`config.mk`:
```
export PLATFORM = sky130hd
export DESIGN_NAME = ntf_arbiter
export DESIGN_NICKNAME = d
export VERILOG_FILES = /design/src/rtl/ntf_arbiter.sv
export SDC_FILE = /design/constraint.sdc
export NUM_CORES = 1
export LEC_CHECK = 0
export ABC_AREA = 1
export BUFFER_PORTS_ARGS = -buffer_cell sky130_fd_sc_hd__buf_4
export CAP_MARGIN = 40
export CELL_PAD_IN_SITES_DETAIL_PLACEMENT = 1
export CELL_PAD_IN_SITES_GLOBAL_PLACEMENT = 1
export CORE_ASPECT_RATIO = 1.1
export CORE_MARGIN = 8
export CORE_UTILIZATION = 38
export DETAILED_ROUTE_END_ITERATION = 8
export GPL_TIMING_DRIVEN = 0
export PLACE_DENSITY = 0.76
export SLEW_MARGIN = 10
export SYNTH_ARGS = -nofsm -noshare
export SYNTH_HDL_FRONTEND = slang
export SYNTH_SLANG_ARGS = --single-unit
export TNS_END_PERCENT = 30
```
`constraint.sdc`:
```
create_clock -name clk -period 5.1 [get_ports clk]
set_clock_uncertainty 0.05 [all_clocks]
set_input_delay 0.51 -clock clk [delete_from_list [all_inputs] [get_ports clk]]
set_output_delay 0.51 -clock clk [all_outputs]
set_load 0.05 [all_outputs]
```
`src/rtl/ntf_arbiter.sv`:
```
// Round-robin merge of NREQ functional-unit results onto the single commit
// notification port; each unit owns a one-entry holding slot.
module ntf_arbiter #(
  parameter  int WIDTH = 32,
  parameter  int SIZE  = 8,
  parameter  int NREQ  = 3,
  localparam int BITS  = $clog2(SIZE)
) (
  input  logic                  clk,
  input  logic                  rst,
  input  logic                  flush,
  input  logic [NREQ-1:0]       req_valid,
  output logic [NREQ-1:0]       req_ready,
  input  logic [3*NREQ-1:0]     req_exc,
  input  logic [WIDTH*NREQ-1:0] req_val,
  input  logic [BITS*NREQ-1:0]  req_at,
  output logic                  ntf,
  output logic [2:0]            exc_n,
  output logic [WIDTH-1:0]      val,
  output logic [BITS-1:0]       at,
  output logic                  busy
);

  localparam int LW = (NREQ > 1) ? $clog2(NREQ) : 1;

  logic [NREQ-1:0]  held_q, held_d;
  logic [2:0]       slot_exc_q [NREQ];
  logic [2:0]       slot_exc_d [NREQ];
  logic [WIDTH-1:0] slot_val_q [NREQ];
  logic [WIDTH-1:0] slot_val_d [NREQ];
  logic [BITS-1:0]  slot_at_q  [NREQ];
  logic [BITS-1:0]  slot_at_d  [NREQ];

  logic [LW-1:0]    last_q, last_d;
  logic             ntf_q, ntf_d;
  logic [2:0]       exc_n_q, exc_n_d;
  logic [WIDTH-1:0] val_q, val_d;
  logic [BITS-1:0]  at_q, at_d;

  logic [NREQ-1:0]  grant;
  logic [NREQ-1:0]  accept;
  logic             win_valid;
  logic [LW-1:0]    win_idx;
  logic             fire;

  // Search starts just after the last winner, wrapping around.
  always_comb begin
    grant     = '0;
    win_valid = 1'b0;
    win_idx   = '0;
    for (int i = 1; i <= NREQ; i++) begin
      if (!win_valid && held_q[(int'(last_q) + i) % NREQ]) begin
        win_valid = 1'b1;
        win_idx   = LW'((int'(last_q) + i) % NREQ);
      end
    end
    if (win_valid) grant[win_idx] = 1'b1;
  end

  // A slot being drained this edge can be refilled on the same edge.
  assign req_ready = {NREQ{~flush}} & (~held_q | grant);
  assign accept    = req_valid & req_ready;
  assign fire      = win_valid & ~flush;

  always_comb begin
    held_d = held_q;
    for (int k = 0; k < NREQ; k++) begin
      slot_exc_d[k] = slot_exc_q[k];
      slot_val_d[k] = slot_val_q[k];
      slot_at_d[k]  = slot_at_q[k];
      held_d[k]     = ~flush & (accept[k] | (held_q[k] & ~grant[k]));
      if (accept[k]) begin
        slot_exc_d[k] = req_exc[3*k +: 3];
        slot_val_d[k] = req_val[WIDTH*k +: WIDTH];
        slot_at_d[k]  = req_at[BITS*k +: BITS];
      end
    end
  end

  always_comb begin
    ntf_d   = fire;
    exc_n_d = exc_n_q;
    val_d   = val_q;
    at_d    = at_q;
    last_d  = last_q;
    if (fire) begin
      exc_n_d = slot_exc_q[win_idx];
      val_d   = slot_val_q[win_idx];
      at_d    = slot_at_q[win_idx];
      last_d  = win_idx;
    end
  end

  always_ff @(posedge clk) begin
    if (rst) begin
      held_q  <= '0;
      last_q  <= LW'(NREQ - 1);
      ntf_q   <= 1'b0;
      exc_n_q <= 3'd0;
      val_q   <= '0;
      at_q    <= '0;
    end else begin
      held_q  <= held_d;
      last_q  <= last_d;
      ntf_q   <= ntf_d;
      exc_n_q <= exc_n_d;
      val_q   <= val_d;
      at_q    <= at_d;
    end
  end

  // Slot payload is qualified by held_q, so it needs no reset.
  always_ff @(posedge clk) begin
    for (int k = 0; k < NREQ; k++) begin
      slot_exc_q[k] <= slot_exc_d[k];
      slot_val_q[k] <= slot_val_d[k];
      slot_at_q[k]  <= slot_at_d[k];
    end
  end

  assign ntf   = ntf_q;
  assign exc_n = exc_n_q;
  assign val   = val_q;
  assign at    = at_q;
  assign busy  = |held_q;

endmodule

```
==> results.md <==
* Status: finished, final reports clean
* Vias post-DR at 4806
* Netlist Area Pre-Place at 6350 sq um
* Routing usage on met2 at 0.344
* Antenna cells at 0
* Cell Pwr Density at 481 nW/um^2
* Fmax at between 0.3 and 0.4 GHz
* GRT Util Overall at 0.187
* Placed cell area at 7910 sq um
* CTS Buffer Depth at 2
* DRT Pass-1 Iters at 4
* H-tree depth at 4
* Die Span X at around 140 um
* Hpwl dp at between 10000 and 15000 um
* Largest net degree at the start of global routing at 27
* Most common cell in the synthesized netlist: nand2_1
* Asr flop ratio synth at 0
* GR Util met3 at 0.0385
* TNS Setup at 0 ps
* Die H at 152 um
* Required time worst endpoint at 4540 ps
* ANT nets after route at 0
* Ports at 163
* Yosys warning count at 0
* Internal at between 2 and 3 mW
* Overall routed net length at 19400 um
* Vias per inst at 4.93
* Cts bufs inserted at 17
* Endpoints failing setup at 0
* Share of the synthesized area in the top cell type at 0.539
* Critical Path Sink: req_ready[0]
* Number of remaining DRC errors at 0
* Layout cell share with drive strength beyond 1 at 0.318
* CP max FO at 7
* HP Class: in2reg
* P_sw at 1.47 mW
* Hold-fix buffers, CTS at 0
* RSZ-0062 raised after global routing: no
* Die outline area at 21100 sq um
* Initial antenna violation count at 0
* Post-CTS Setup Inserts at 0
* Gpl congestion at 0.848
* FF-to-FF Start: last_q[0]$_SDFFE_PP0P_
* Cell area after layout at between 8000 and 9000 sq um
* Flop pwr share at 0.396
* Worst path arrival time at between 2000 and 3000 ps
* Starting Density at 0.388
* Leakage power at 3.85 nW
* Total gr overflow at 0
* EDFF count, synth at between 100 and 150
* # nets final at 881
* Switch share at 0.362
* R2r setup slk at between 1500 and 2000 ps
* Met1 Use GR at 0.207
* Gates resized, CTS repair at 0
* Worst Tran Pin Value at slightly below 700 ps
* Layout fillers at approximately 1700
* Gate power share at 0.319
* Ys flop type: edfxtp_1
* CTS sink count at 158
* VDD IR max at between 0.0002 and 0.0003 V
* Final worst-path cycle share at 0.641
* Final slew viol count at 0
* Vias in the first global route at 5423
* Area leader, netlist: edfxtp_1
* Synthesis-stage register bit count at 158
* Max cap viols at 0
* Hold WS at about 210 ps
* Final core occ at 0.516
* Syn Nets at 697
* Cell count of the worst reg-to-reg path at 14
* Worst setup SP type: register
* CTS tree: yes
* Clk slew on worst S/H paths at ~60 ps
* Core area at 16400 sq um
* CP Launch Point: last_q[0]$_SDFFE_PP0P_
* Area contributors post-synth: edfxtp_1 54%, dfxtp_1 14%, nand2_1 9.8%
* Global-route wire length before repair at about 30000 um
* Element type at the critical path end: primary output
* Crit Path Class: reg2out
* Fin. Hold Viols at 0
* Area growth from synthesis to layout at 33.1%
* Most used routing layer in global routing: met2
* Unique masters post-synth at 23
* Tot Pwr at 4.06 mW
* Drt wl/cell at 19.9 um
* Row cnt at 49
* Cells after Synth at 573
* Sequential share of the synthesized area at 0.678
* Syn_area_per_cell at 11.1 sq um
* FF-to-FF End: slot_at_q[0][1]$_DFFE_PP_
* Initial DRC Count at 282
* Port-buffer cells at 162
* Worst-Skew Late Latency at 420 ps
* Tmin final at approximately 3300 ps
* CTS root buf: clkbuf_16
* Clock network fraction of total power at 0.285
* Headroom to the max-slew limit at 0.541
* List of most frequent post-synthesis cells: 165 x nand2_1, 114 x edfxtp_1, 66 x inv_1
sequential cells by signal, summed over array words and instances, names as in the netlist:
| name | count |
|---|---|
| at | 3 |
| exc_n | 3 |
| slot_val_q | 96 |
| held_q | 3 |
| ntf | 1 |
| slot_exc_q | 9 |
| last_q | 2 |
| slot_at_q | 9 |
| val | 32 |
cell type report:
class                   instances  area, sq um  share of cell area
multi-input cells             318         1620               0.192
flip-flops and latches        158         4300               0.510
inverters                      69          259              0.0307
plain buffers                  28          185              0.0219
clock buffers                  23          478              0.0566
well taps                     204          255              0.0302
repair buffers                165         1280               0.152
clock inverters                 9         60.1             0.00711
critical path, stage by stage (launching register included):
cell	delay [ps]
dfxtp_1	380
inv_1	80
ha_1	390
inv_2	70
nand2_2	70
nand3_1	80
nand2_2	140
a21o_1	140
nand2_2	110
inv_1	190
nand3_1	130
nand2_1	110
nand2_1	110
inv_1	90
buf_4	190
worst min path at each step:
stage / start / end / slack (ps) / depth (start not counted)
floorplan: slot_at_q[1][0]$_DFFE_PP_ / at[0]$_SDFFE_PP0P_ / 410 / 2
global placement: slot_val_q[1][15]$_DFFE_PP_ / val[15]$_SDFFE_PP0P_ / 430 / 2
detailed placement: slot_at_q[1][0]$_DFFE_PP_ / at[0]$_SDFFE_PP0P_ / 430 / 2
CTS: req_val[11] / slot_val_q[0][11]$_DFFE_PP_ / 200 / 1
global route: req_val[15] / slot_val_q[0][15]$_DFFE_PP_ / 190 / 1
finish: req_val[11] / slot_val_q[0][11]$_DFFE_PP_ / 210 / 1
kinds of logic (layout without fill, tap and decap cells):
kind of cell	after synthesis	after routing	synth area share
AND/OR/NAND/NOR	243	243	0.160
flip-flops	158	158	0.678
buffers and inverters	97	294	0.0700
AO/OA/AOI/OAI	71	71	0.0834
adder cells (fa/ha/maj)	4	4	0.00789
stage by stage:
step	setup slack [ps]	instances
after global placement	-30.2	939
final	1830	974
after detailed placement	1920	942
after floorplan	1350	573
after global routing	1630	974
after CTS	1830	974
placed cells by master, fill, tap and decap left out:
master / instances
a21o_1: 1
a21oi_1: 39
buf_12: 2
buf_16: 1
buf_2: 10
buf_4: 164
buf_6: 8
clkbuf_1: 11
clkbuf_16: 17
clkbuf_8: 3
clkinv_1: 2
clkinv_2: 1
clkinvlp_4: 4
dfxtp_1: 44
edfxtp_1: 114
ha_1: 4
inv_1: 66
inv_2: 3
inv_6: 2
nand2_1: 165
nand2_2: 4
nand3_1: 60
nand3_2: 1
nand4_1: 3
nor2_1: 6
nor2_4: 4
o211ai_1: 7
o211ai_2: 20
o21ai_0: 2
o21ai_1: 1
o21ai_2: 1
metal layers:
metal  part of all wire  vias up  routed length [um]
met5                  0        -                   0
met4              0.025        0                 478
met3              0.039       35                 762
met2               0.54      130               10500
met1               0.39     2349                7610
li1                   -     2292                   -
power by group through the flow:
stage                     Combinational [mW]  Sequential, mW  Clock, mW
after CTS                               1.31            1.61       1.18
after detailed placement                1.29            1.63          0
after floorplan                        0.546            1.91          0
after global placement                  1.24            1.63          0
final                                   1.30            1.61       1.16
after global routing                    1.40            1.62       1.23
Note: power is estimated with default switching activity, not from simulation.
